File: src/rtl/ws2812_rx_if.sv
// WS2812 receiver line and decode bundle.
// master drives the decoded outputs; slave is the consumer side.
interface ws2812_rx_if;
    logic        din;
    logic        dout;
    logic [23:0] color;
    logic        color_valid;
    logic        frame_done;
    logic        err;

    modport master (
        input  din,
        output dout,
        output color,
        output color_valid,
        output frame_done,
        output err
    );

    modport slave (
        output din,
        input  dout,
        input  color,
        input  color_valid,
        input  frame_done,
        input  err
    );
endinterface

File: src/rtl/ws2812_rx.sv
// WS2812 one-wire receiver: decodes the first GRB word of a frame
// and forwards the rest of the frame on dout like a chained LED.
module ws2812_rx #(
    parameter int T_MIN    = 5,
    parameter int T_THRESH = 29,
    parameter int T_MAX    = 96,
    parameter int T_RESET  = 2400,
    parameter int CNT_W    = 16
) (
    input  logic        clk,
    input  logic        rst,
    ws2812_rx_if.master bus
);
    typedef enum logic [1:0] {SYNC, IDLE, HIGH, LOW} state_t;

    localparam logic [CNT_W-1:0] C_MIN  = CNT_W'(T_MIN);
    localparam logic [CNT_W-1:0] C_THR  = CNT_W'(T_THRESH);
    localparam logic [CNT_W-1:0] C_MAX  = CNT_W'(T_MAX);
    localparam logic [CNT_W-1:0] C_RST  = CNT_W'(T_RESET);
    localparam logic [CNT_W-1:0] C_RST1 = CNT_W'(T_RESET - 1);
    localparam logic [CNT_W-1:0] C_ONE  = CNT_W'(1);

    state_t           state;
    logic             s1, s, s_d;
    logic [CNT_W-1:0] cnt;
    logic [4:0]       bit_cnt;
    logic [23:0]      shreg;
    logic             fwd;
    logic [23:0]      color_q;
    logic             dout_q, valid_q, done_q, err_q;
    logic             rise;

    assign rise = s & ~s_d;

    always_ff @(posedge clk) begin
        if (!rst) begin
            state   <= SYNC;
            s1      <= 1'b0;
            s       <= 1'b0;
            s_d     <= 1'b0;
            cnt     <= '0;
            bit_cnt <= '0;
            shreg   <= '0;
            fwd     <= 1'b0;
            color_q <= '0;
            dout_q  <= 1'b0;
            valid_q <= 1'b0;
            done_q  <= 1'b0;
            err_q   <= 1'b0;
        end else begin
            s1      <= bus.din;
            s       <= s1;
            s_d     <= s;
            dout_q  <= fwd & s;
            valid_q <= 1'b0;
            done_q  <= 1'b0;
            err_q   <= 1'b0;

            // word completes one cycle after its last bit is shifted in
            if (bit_cnt == 5'd24) begin
                color_q <= shreg;
                valid_q <= 1'b1;
                fwd     <= 1'b1;
                bit_cnt <= '0;
            end

            unique case (state)
                SYNC: begin
                    if (s) begin
                        cnt <= '0;
                    end else if (cnt >= C_RST1) begin
                        state <= IDLE;
                        cnt   <= '0;
                    end else begin
                        cnt <= cnt + C_ONE;
                    end
                end
                IDLE: begin
                    if (rise) begin
                        state <= HIGH;
                        cnt   <= C_ONE;
                    end
                end
                HIGH: begin
                    if (s) begin
                        if (cnt >= C_MAX) begin
                            err_q   <= 1'b1;
                            bit_cnt <= '0;
                            fwd     <= 1'b0;
                            cnt     <= '0;
                            state   <= SYNC;
                        end else begin
                            cnt <= cnt + C_ONE;
                        end
                    end else begin
                        state <= LOW;
                        cnt   <= C_ONE;
                        if (cnt >= C_MIN && !fwd) begin
                            shreg   <= {shreg[22:0], (cnt >= C_THR)};
                            bit_cnt <= bit_cnt + 5'd1;
                        end
                    end
                end
                LOW: begin
                    if (rise) begin
                        state <= HIGH;
                        cnt   <= C_ONE;
                    end else if (cnt >= C_RST) begin
                        state   <= IDLE;
                        cnt     <= '0;
                        done_q  <= (bit_cnt != 5'd0) || fwd;
                        err_q   <= (bit_cnt != 5'd0);
                        bit_cnt <= '0;
                        fwd     <= 1'b0;
                    end else if (cnt != '1) begin
                        cnt <= cnt + C_ONE;
                    end
                end
                default: state <= SYNC;
            endcase
        end
    end

    assign bus.dout        = dout_q;
    assign bus.color       = color_q;
    assign bus.color_valid = valid_q;
    assign bus.frame_done  = done_q;
    assign bus.err         = err_q;
endmodule

File: src/flat_wrapper.sv
// flat-port wrapper written by rule: the top's interface ports become plain ports
module ws2812_rx_flat 
#(
    parameter int T_MIN    = 5,
    parameter int T_THRESH = 29,
    parameter int T_MAX    = 96,
    parameter int T_RESET  = 2400,
    parameter int CNT_W    = 16
)
  (clk, rst, bus_din, bus_dout, bus_color, bus_color_valid, bus_frame_done, bus_err);
  ws2812_rx_if bus_i ();
  input  logic clk;
  input  logic rst;
  input wire logic [$bits(bus_i.din)-1:0] bus_din;
  output wire logic [$bits(bus_i.dout)-1:0] bus_dout;
  output wire logic [$bits(bus_i.color)-1:0] bus_color;
  output wire logic [$bits(bus_i.color_valid)-1:0] bus_color_valid;
  output wire logic [$bits(bus_i.frame_done)-1:0] bus_frame_done;
  output wire logic [$bits(bus_i.err)-1:0] bus_err;
  assign bus_i.din = bus_din;
  assign bus_dout = bus_i.dout;
  assign bus_color = bus_i.color;
  assign bus_color_valid = bus_i.color_valid;
  assign bus_frame_done = bus_i.frame_done;
  assign bus_err = bus_i.err;
  ws2812_rx #(.T_MIN(T_MIN), .T_THRESH(T_THRESH), .T_MAX(T_MAX), .T_RESET(T_RESET), .CNT_W(CNT_W)) u_core (.clk(clk), .rst(rst), .bus(bus_i));
endmodule
File: config.mk
export PLATFORM = sky130hd
export DESIGN_NAME = ws2812_rx_flat
export DESIGN_NICKNAME = d
export VERILOG_FILES = /design/src/rtl/ws2812_rx_if.sv /design/src/rtl/ws2812_rx.sv /design/src/flat_wrapper.sv
export SDC_FILE = /design/constraint.sdc
export NUM_CORES = 1
export LEC_CHECK = 0
export BUFFER_PORTS_ARGS = -buffer_cell sky130_fd_sc_hd__buf_2
export CORE_UTILIZATION = 60
export CTS_CLUSTER_DIAMETER = 150
export CTS_CLUSTER_SIZE = 24
export DETAILED_ROUTE_END_ITERATION = 10
export PLACE_DENSITY = 0.81
export REMOVE_ABC_BUFFERS = 1
export SYNTH_ARGS = -nofsm -noshare
export SYNTH_HDL_FRONTEND = slang
export SYNTH_SLANG_ARGS = --single-unit
File: constraint.sdc
create_clock -name clk -period 4.5 [get_ports clk]
set_input_delay 0.225 -clock clk [delete_from_list [all_inputs] [get_ports clk]]
set_output_delay 0.225 -clock clk [all_outputs]
set_load 0.1 [all_outputs]
==> qor.csv, run 1 <==
stage,metric,value,unit
status,run_status,"complete, no violations",
drt,routed_wirelength,6380,um
timing,skew,0.00934,ns
grt,grt.overflow.total,0,
setup_path,worst_ep_required_time,4.76,ns
synth,synth_seq_area_share,0.482,
setup_path,crit_arrival,2.89,ns
drt,post-route-drc-count,0,
grt,grt_pass1_vias,2436,
grt,maximum_number_of_pins_on_one_net_before_global_route_repair,58,
setup_path,critical_path.reg2reg.endpoint,u_core.bit_cnt[3],
grt,antenna_found_initial,0,
setup_path,rr_worst_depth,9,
worst_hold_path,holdPathStages,2,
timing,rsz0062_at_grt,no,
job,drv.max_cap_violation_count,0,
timing,hold_viol_final,0,
cts,worst_setup_hold_path_clk_slew,0.08,ns
grt,grt_pass1_wl,11000,um
die,core_region_area,5200,um2
cts,post_cts_setup_inserts,0,
timing,achievable-frequency,379,MHz
setup_path,timing.rr.start,u_core.cnt[0],
die,rows,26,
worst_hold_path,hold_path_startpoint,bus_din,
synth,syn_area_per_cell,8.03,um2
setup_path,crit_path_max_incr_delay,0.65,ns
cts,cts_sinks,79,
setup_path,timing.critical_path.fanout_max,17,
synth,yosys_most_used_dff,dfxtp_1,
setup_path,path_delay_family,simple AND/OR/NAND/NOR gates,
timing,min_period_over_period,0.586,
cts,insertion_delay,0.36,ns
placed_design,gp_congestion,0.777,
synth,postSynthRegisterBits,79,
drt,detail-route-antenna-nets,0,
synth,async_flop_share,0,
cells_and_area,finalInstanceArea,3610,um2
synth,synth_cell_types,50,
worst_hold_path,worstHoldEndpoint,u_core.s1,
drt,vias,2780,
placed_design,placed_cells_incl_taps,488,
cts,cts.hold.buffers_added,0,
synth,post_synth_inst_count,409,
placed_design,place_area,3440,um2
die,die_area,5770,um2
power_and_ir_drop,static-leakage-power,0.00132,uW
drt,initialDrtViolationCount,224,
cts,number_of_buffers_created_by_cts,9,
cells_and_area,drive_gt1_frac,0.129,
synth,synth.cell_area,3280,um2
setup_path,crit_path_start,u_core.cnt[0],
setup_path,critical_path.n_buffers_inverters,2,
die,die-width,76.0,um
die,pin_count,31,
timing,totalNegativeSetupSlack,0,ns
cts,clk_root_buffer_cell,clkbuf_8,
setup_path,cp-start-kind,flop,
setup_path,crit_path_depth,9,
power_and_ir_drop,ir_drop,234,uV
cts,cts_tree,yes,
setup_path,worst_path_max_delay_cell,nor2_1,
setup_path,crit_type,flop to flop,
cells_and_area,area_delta_synth_final,10.0,%
timing,worstMarginPinSlew,1.05,ns
cells_and_area,finish.cell_count_without_fillers,504,
placed_design,dp.final_hpwl,4130,um
drt,drt_pass1_iterations,4,
cts,maximum_number_of_buffers_from_clock_root_to_sink,2,
drt,post_dr_wirelength_cell,12.7,um
die,die_h,76.0,um
grt,track_usage,0.237,
timing,maxSlewViolCount,0,
setup_path,crit_path_end_kind,flop,
placed_design,port_buffers,30,
setup_path,reg2reg_slack,1.86,ns
cells_and_area,antennaDiodeCount,0,
setup_path,critical_path.cell_chain,inv_1 > ha_1 > nand2b_1 > a211o_1 > o21ai_1 > nor2_1 > buf_4 > o21ai_0 > a311oi_1,
timing,slew-limit-headroom,0.297,
cts,clock_tree.htree_level_count,3,
drt,via_per_inst,5.52,
worst_hold_path,worstHoldPathType,primary input to flop,
timing,final-setup-viol-count,0,
cells_and_area,layout.nets,438,
die,initial_utilization,0.631,
timing,final_period_minus_worst_setup_slack,2.64,ns
cts,post_cts_resize_count,0,
synth,edff_count_synth,0,
synth,synth-warning-count,0,
power_and_ir_drop,pwr_density_cell,351,nW/um2
cells_and_area,finish.utilization,0.694,
-- where the power goes --
| part | internal (uW) | switching (uW) |
|---|---|---|
| clock | 203 | 266 |
| combinational | 29.5 | 51.4 |
| sequential | 707 | 12.7 |
| total | 939 | 330 |
-- through the flow --
stage	power, uW	worst slack [ns]	hold slack [ns]
2_1_floorplan	793	2.14	0.347
3_3_place_gp	811	2.06	0.415
3_5_place_dp	815	1.92	0.424
4_1_cts	1280	1.90	0.0611
5_1_grt	1310	1.62	0.0740
6_report	1270	1.86	0.0778
-- placed cells by master (no fill, tap or decap), types with 2 or more instances in the layout --
cell          n
a211oi_1      2
a21oi_1      58
a22o_1        2
and2_1        3
and3_1        5
buf_2        30
buf_4         3
clkbuf_8      9
clkinvlp_4    3
dfxtp_1      79
ha_1          6
inv_1        12
inv_6         2
nand2_1     113
nand2b_1      2
nand3_1      22
nand4_1       2
nor2_1       19
nor2b_1       2
nor3_1        7
nor4_1        2
nor4_4        2
o21a_1        2
o21ai_0      12
o21bai_1      2
o22ai_1       2
xnor2_1       2
xor2_1        5
-- kinds of logic (layout without fill, tap and decap cells) --
| logic type | after synthesis | count (layout) | share of synthesized area |
|---|---|---|---|
| buf+inv | 36 | 61 | 0.0453 |
| fa+ha+maj | 6 | 6 | 0.0229 |
| xor+xnor | 7 | 7 | 0.0187 |
| compound gates | 96 | 96 | 0.176 |
| flops | 79 | 79 | 0.482 |
| simple gates | 185 | 185 | 0.256 |
-- cell usage after synthesis, types with 2 or more instances --
| cell type | count | area, um2 |
|---|---|---|
| o21a_1 | 2 | 15.0 |
| nor2_1 | 19 | 71.3 |
| nor2b_1 | 2 | 12.5 |
| nor3_1 | 7 | 35.0 |
| buf_2 | 4 | 20.0 |
| nor4_4 | 2 | 42.5 |
| a22o_1 | 2 | 17.5 |
| clkbuf_1 | 16 | 60.1 |
| nand3_1 | 22 | 110 |
| nor4_1 | 2 | 12.5 |
| xnor2_1 | 2 | 17.5 |
| inv_1 | 12 | 45.0 |
| o21bai_1 | 2 | 15.0 |
| o22ai_1 | 2 | 12.5 |
| a211oi_1 | 2 | 15.0 |
| ha_1 | 6 | 75.1 |
| o21ai_0 | 12 | 60.1 |
| nand2_1 | 113 | 424 |
| dfxtp_1 | 79 | 1580 |
| nand2b_1 | 2 | 12.5 |
| and2_1 | 3 | 18.8 |
| buf_4 | 2 | 15.0 |
| and3_1 | 5 | 31.3 |
| a21oi_1 | 58 | 290 |
| xor2_1 | 5 | 43.8 |
| nand4_1 | 2 | 12.5 |
-- sequential cells by signal, indices dropped and copies added (netlist names) --
register and flops:
u_core.bus.dout 1, u_core.state 2, u_core.bus.err 1, u_core.s 1, u_core.bus.frame_done 1, u_core.cnt 16, u_core.s_d 1, u_core.fwd 1
u_core.bus.color 24, u_core.s1 1, u_core.shreg 24, u_core.bus.color_valid 1, u_core.bit_cnt 5
-- layout make-up --
type	instances	area (um2)
multi-input combinational	294	1550
tap	70	87.6
timing repair buffer	33	173
fill	449	1590
clock inverter	6	45.0
clock buffer	10	128
sequential	79	1580
inverter	12	45.0
-- worst max-delay path by stage --
stage | to
finish | u_core.bit_cnt[3]
global route | u_core.bit_cnt[3]
CTS | u_core.bit_cnt[3]
detailed placement | u_core.bit_cnt[3]
global placement | u_core.bit_cnt[2]
floorplan | u_core.bit_cnt[3]
-- layer usage --
layer	GRT usage	wire, um	up-vias
met2	0.357	2930	63
li1	-	-	1427
met5	0	0	-
met4	0.131	88	0
met3	0.0383	290	7
met1	0.326	3070	1283
Power figures use the tool's default switching activity.
==> run 2, diff against run 1 <==
- CORE_UTILIZATION: 60 -> 58
- PLACE_DENSITY: 0.81 -> 0.78
- clock period: 4.5 -> 2.5 ns (I/O delays scaled with it)
==> qor.csv, run 2 (synthesis gave the netlist of run 1 again) <==
stage,metric,value,unit,change
setup_path,cp-start-kind,flop,,unchanged
drt,post_dr_wirelength_cell,12.6,um,was 12.7 um
grt,track_usage,0.235,,was 0.237
timing,final.setup.worst_slack,0.373,ns,was 1.86 ns
cells_and_area,finish.utilization,0.674,,was 0.694
die,die_area,5970,um2,was 5770 um2
cells_and_area,antennaDiodeCount,0,,unchanged
die,rows,27,,was 26
die,die-width,77.3,um,was 76.0 um
cts,clock_tree.htree_level_count,3,,unchanged
timing,min_period_over_period,0.851,,was 0.586
setup_path,crit_type,flop to flop,,unchanged
grt,maximum_number_of_pins_on_one_net_before_global_route_repair,51,,was 58
drt,via_per_inst,5.42,,was 5.52
setup_path,crit_path_max_incr_delay,0.39,ns,was 0.65 ns
setup_path,crit_path_start,u_core.cnt[1],,was u_core.cnt[0]
drt,vias,2775,,was 2780
cts,worst_setup_hold_path_clk_slew,0.08,ns,about the same
drt,routed_wirelength,6460,um,was 6380 um
setup_path,path_delay_family,compound AO/OA/AOI/OAI gates,,was simple AND/OR/NAND/NOR gates
placed_design,place_area,3480,um2,was 3440 um2
timing,totalNegativeSetupSlack,0,ns,unchanged
setup_path,crit_arrival,2.41,ns,was 2.89 ns
placed_design,gp_congestion,0.937,,was 0.777
timing,rsz0062_at_grt,no,,unchanged
die,initial_utilization,0.600,,was 0.631
timing,maxSlewViolCount,0,,unchanged
power_and_ir_drop,pwr_density_cell,647,nW/um2,was 351 nW/um2
timing,slew-limit-headroom,0.624,,was 0.297
cts,maximum_number_of_buffers_from_clock_root_to_sink,2,,unchanged
drt,initialDrtViolationCount,237,,was 224
setup_path,timing.rr.start,u_core.cnt[1],,was u_core.cnt[0]
timing,achievable-frequency,470,MHz,was 379 MHz
cells_and_area,mostFrequentLayoutCell,nand2_1,,unchanged
job,drv.max_cap_violation_count,0,,unchanged
placed_design,dp_worst_setup_slack,0.391,ns,was 1.92 ns
setup_path,worst_ep_required_time,2.78,ns,was 4.76 ns
cells_and_area,layout.nets,444,,was 438
cells_and_area,regArea,1580,um2,unchanged
status,run_status,"complete, no violations",,unchanged
worst_hold_path,worstHoldPathType,primary input to flop,,unchanged
power_and_ir_drop,static-leakage-power,0.00136,uW,was 0.00132 uW
setup_path,timing.critical_path.fanout_max,25,,was 17
timing,worstMarginPinSlew,0.558,ns,was 1.05 ns
cts,insertion_delay,0.35,ns,was 0.36 ns
placed_design,port_buffers,30,,unchanged
grt,grt_pass1_wl,11100,um,was 11000 um
placed_design,dp.final_hpwl,4210,um,was 4130 um
cells_and_area,finish.cell_count_without_fillers,512,,was 504
timing,hold_viol_final,0,,unchanged
grt,grt.overflow.total,0,,unchanged
grt,antenna_found_initial,0,,unchanged
cts,cts_sinks,79,,unchanged
die,core_region_area,5470,um2,was 5200 um2
cells_and_area,count_of_fill_cells_added_during_filler_insertion,469,,was 449
cells_and_area,area_delta_synth_final,12.3,%,was 10.0%
worst_hold_path,hold_path_startpoint,rst,,was bus_din
setup_path,worst_path_max_delay_cell,dfxtp_1,,was nor2_1
cells_and_area,drive_gt1_frac,0.139,,was 0.129
cells_and_area,mostFrequentLayoutCells,"nand2_1 (113), dfxtp_1 (79), a21oi_1 (58), buf_2 (30), nand3_1 (22)",,unchanged
die,pin_count,31,,unchanged
power_and_ir_drop,ir_drop,394,uV,was 234 uV
cts,clk_root_buffer_cell,clkbuf_8,,unchanged
cts,cts_tree,yes,,unchanged
setup_path,critical_path.most_common_cell,nand2b_1,,
setup_path,critical_path.cell_chain,inv_1 > ha_1 > nand2b_1 > a211o_1 > o21ai_1 > nand2b_1 > buf_4 > nand2_1 > a21oi_1,,was inv_1 > ha_1 > nand2b_1 > a211o_1 > o21ai_1 > nor2_1 > buf_4 > o21ai_0 > a311oi_1
die,die_h,77.3,um,was 76.0 um
cts,post_cts_resize_count,0,,unchanged
cells_and_area,finalInstanceArea,3690,um2,was 3610 um2
drt,post-route-drc-count,0,,unchanged
cells_and_area,multi_input_comb_area,1550,um2,unchanged
drt,detail-route-antenna-nets,0,,unchanged
setup_path,crit_path_end_kind,flop,,unchanged
drt,drt_pass1_iterations,4,,unchanged
timing,skew,0.00911,ns,was 0.00934 ns
placed_design,placed_cells_incl_taps,495,,was 488
cts,number_of_buffers_created_by_cts,9,,unchanged
grt,grt_pass1_vias,2456,,was 2436
timing,final_period_minus_worst_setup_slack,2.13,ns,was 2.64 ns
timing,final-setup-viol-count,0,,unchanged
setup_path,critical_path.n_buffers_inverters,2,,unchanged
run 2: changes by cell type in the layout (fill, tap and decap cells not counted):
| cell | previous run | this run |
|---|---|---|
| clkinvlp_4 | 3 | 1 |
| clkinv_4 | 0 | 1 |
| bufinv_16 | 0 | 1 |
| dlygate4sd3_1 | 0 | 1 |
| buf_4 | 3 | 8 |
run 2: metrics by stage:
step	total power [uW]	hold WS, ns
final	2390	0.137
after global routing	2480	0.146
after CTS	2400	0.122
after detailed placement	1470	0.336
after global placement	1470	0.332
after floorplan	1430	0.247
run 2: per-layer routing:
metal | share of wire | GRT usage | vias to the layer above
met3 | 0.045 | 0.0500 | 11
met5 | 0 | 0 | -
li1 | - | - | 1435
met2 | 0.45 | 0.373 | 65
met4 | 0.020 | 0.108 | 0
met1 | 0.48 | 0.305 | 1264
run 2: worst paths after layout:
kind | endpoint | slack [ns] | depth (start not counted)
setup / recovery | u_core.shreg[20] | 0.37 | 9
hold / removal | u_core.bus.frame_done | 0.14 | 3
setup reg to reg | u_core.shreg[20] | 0.37 | 9
hold reg to reg | u_core.s | 0.44 | 1
run 2: cell type report:
cell class | instances | share of cell area
repair buffers | 39 | 0.0597
clock inverters | 6 | 0.0187
clock buffers | 10 | 0.0346
flip-flops and latches | 79 | 0.429
inverters | 12 | 0.0122
multi-input cells | 294 | 0.421
well taps | 72 | 0.0244
run 2: tightest hold or removal path: cells and delay by family:
family	cells	cell delay, ns
compound gates	1	0.10
buf+inv	1	0.18
simple gates	1	0.05
run 2: report_power, final:
part | leakage [uW] | internal [uW] | total, uW | switching (uW)
registers | 0.000637 | 1270 | 1290 | 20.5
logic | 0.000629 | 58.3 | 156 | 97.5
clock network | 0.0000973 | 468 | 939 | 470
total | 0.00136 | 1800 | 2390 | 588
run 2: repair_timing:
item | 4_1_cts | 5_1_grt
hold buffers | 1 | 0
endpoints found under the hold margin | 1 | 0
setup buffers | 0 | 0
==> run 3, diff against run 2 <==
- CORE_UTILIZATION: 58 -> 60
- PLACE_DENSITY: 0.78 -> 0.81
- clock period: 2.5 -> 2.6 ns (I/O delays scaled with it)
==> qor.csv, run 3 (synthesis gave the netlist of run 1 again) <==
stage,metric,value,unit,change
die,die-width,76.0,um,was 77.3 um
cts,post_cts_setup_inserts,0,,unchanged
setup_path,reg2reg_slack,0.31,ns,was 0.37 ns
cells_and_area,area_delta_synth_final,11.5,%,was 12.3%
setup_path,critical_path.reg2reg.endpoint,u_core.shreg[0],,was u_core.shreg[20]
job,drv.max_cap_violation_count,0,,unchanged
status,run_status,finished with violations,,"was complete, no violations"
grt,antenna_found_initial,0,,unchanged
cells_and_area,drive_gt1_frac,0.139,,unchanged
cells_and_area,mostFrequentLayoutCells,"nand2_1 (113), dfxtp_1 (79), a21oi_1 (58), buf_2 (30), nand3_1 (22)",,unchanged
cts,post_cts_resize_count,0,,unchanged
drt,drt_pass1_iterations,8,,was 4
grt,grt_pass1_wl,11000,um,was 11100 um
setup_path,crit_path_end_kind,flop,,unchanged
drt,vias,2787,,was 2775
timing,skew,0.0103,ns,was 0.00911 ns
setup_path,rr_worst_depth,9,,unchanged
timing,fin_worst_hold_slack,0.146,ns,was 0.137 ns
timing,min_period_over_period,0.881,,was 0.851
die,initial_utilization,0.631,,was 0.600
cells_and_area,mostFrequentLayoutCell,nand2_1,,unchanged
grt,grt_pass1_vias,2571,,was 2456
cts,clk_root_buffer_cell,clkbuf_8,,unchanged
cts,worst_setup_hold_path_clk_slew,0.08,ns,about the same
power_and_ir_drop,static-leakage-power,0.00134,uW,was 0.00136 uW
cells_and_area,finish.utilization,0.703,,was 0.674
setup_path,timing.rr.start,u_core.cnt[1],,unchanged
drt,routed_wirelength,6330,um,was 6460 um
die,core_region_area,5200,um2,was 5470 um2
setup_path,crit_type,flop to flop,,unchanged
power_and_ir_drop,pwr_density_cell,602,nW/um2,was 647 nW/um2
grt,maximum_number_of_pins_on_one_net_before_global_route_repair,52,,was 51
cts,number_of_buffers_created_by_cts,9,,unchanged
cells_and_area,multi_input_comb_area,1550,um2,unchanged
cts,clock_tree.htree_level_count,3,,unchanged
worst_hold_path,worstHoldPathType,primary input to flop,,unchanged
cells_and_area,regArea,1580,um2,unchanged
cts,insertion_delay,0.35,ns,about the same
grt,grt.overflow.total,0,,unchanged
worst_hold_path,hold_path_startpoint,rst,,unchanged
cts,maximum_number_of_buffers_from_clock_root_to_sink,2,,unchanged
drt,post-route-drc-count,1,,was 0
timing,worstMarginPinSlew,0.757,ns,was 0.558 ns
placed_design,gp_congestion,0.822,,was 0.937
placed_design,dp.final_hpwl,4180,um,was 4210 um
cells_and_area,count_of_fill_cells_added_during_filler_insertion,447,,was 469
drt,initialDrtViolationCount,220,,was 237
cts,cts_sinks,79,,unchanged
drt,via_per_inst,5.46,,was 5.42
timing,achievable-frequency,437,MHz,was 470 MHz
cells_and_area,antennaDiodeCount,0,,unchanged
cts,cts.hold.buffers_added,1,,unchanged
setup_path,worst_ep_required_time,2.87,ns,was 2.78 ns
setup_path,crit_path_start,u_core.cnt[1],,unchanged
setup_path,timing.critical_path.fanout_max,17,,was 25
timing,totalNegativeSetupSlack,0,ns,unchanged
cells_and_area,layout.nets,444,,unchanged
setup_path,cp-start-kind,flop,,unchanged
timing,rsz0062_at_grt,no,,unchanged
timing,maxSlewViolCount,0,,unchanged
setup_path,crit_arrival,2.56,ns,was 2.41 ns
cts,cts_tree,yes,,unchanged
worst_hold_path,holdPathStages,3,,unchanged
drt,post_dr_wirelength_cell,12.4,um,was 12.6 um
grt,track_usage,0.234,,was 0.235
drt,detail-route-antenna-nets,0,,unchanged
worst_hold_path,worstHoldEndpoint,u_core.cnt[0],,was u_core.bus.frame_done
die,die_h,76.0,um,was 77.3 um
status,violations,DRC,,
power_and_ir_drop,ir_drop,430,uV,was 394 uV
die,die_area,5770,um2,was 5970 um2
timing,final_period_minus_worst_setup_slack,2.29,ns,was 2.13 ns
timing,slew-limit-headroom,0.493,,was 0.624
timing,final-setup-viol-count,0,,unchanged
placed_design,port_buffers,30,,unchanged
die,rows,26,,was 27
die,pin_count,31,,unchanged
timing,hold_viol_final,0,,unchanged
run 3: cell count changes in the layout (fill, tap and decap cells not counted):
| cell | change |
|---|---|
| clkinvlp_4 | +2 |
| bufinv_16 | -1 |
| clkinv_4 | -1 |
run 3: report_power, final:
group,switching [uW],internal (uW)
sequential,17.6,1220
combinational,93.9,59.7
clock,458,352
run 3: routing by layer:
metal  up-vias  GRT usage  wire, um
li1       1431          -         -
met1      1270      0.292      3030
met2        73      0.387      2930
met3        13     0.0443       256
met4         0      0.117       122
met5         -          0         0
run 3: worst max path at each step:
stage	to	slack (ns)	cells after the start
2_1_floorplan	u_core.bit_cnt[3]	0.24	8
3_3_place_gp	u_core.shreg[0]	0.41	9
3_5_place_dp	u_core.shreg[0]	0.31	9
4_1_cts	u_core.shreg[0]	0.30	9
5_1_grt	u_core.shreg[0]	0.03	9
6_report	u_core.shreg[0]	0.31	9
run 3: worst max-delay path, stage by stage (launching register included):
cell and delay, ns:
dfxtp_1 0.40, inv_1 0.10, ha_1 0.19, nand2b_1 0.09
a211o_1 0.13, o21ai_1 0.11, nor2_1 0.61, buf_4 0.34
nor2_1 0.06, a211oi_1 0.19
run 3: area by class of cell:
class                   instances  share of cell area
repair buffers                 39              0.0602
flip-flops and latches         79               0.432
inverters                      12              0.0123
clock buffers                  10              0.0349
clock inverters                 6              0.0123
well taps                      70              0.0239
multi-input cells             294               0.424
run 3: through the flow:
| stage | total power (uW) | instance area [um2] | instances | worst slack [ns] |
|---|---|---|---|---|
| floorplan | 1370 | 3180 | 385 | 0.243 |
| CTS | 2220 | 3660 | 510 | 0.303 |
| global placement | 1410 | 3480 | 493 | 0.409 |
| finish | 2200 | 3660 | 510 | 0.311 |
| global route | 2290 | 3660 | 510 | 0.0325 |
| detailed placement | 1420 | 3480 | 493 | 0.312 |
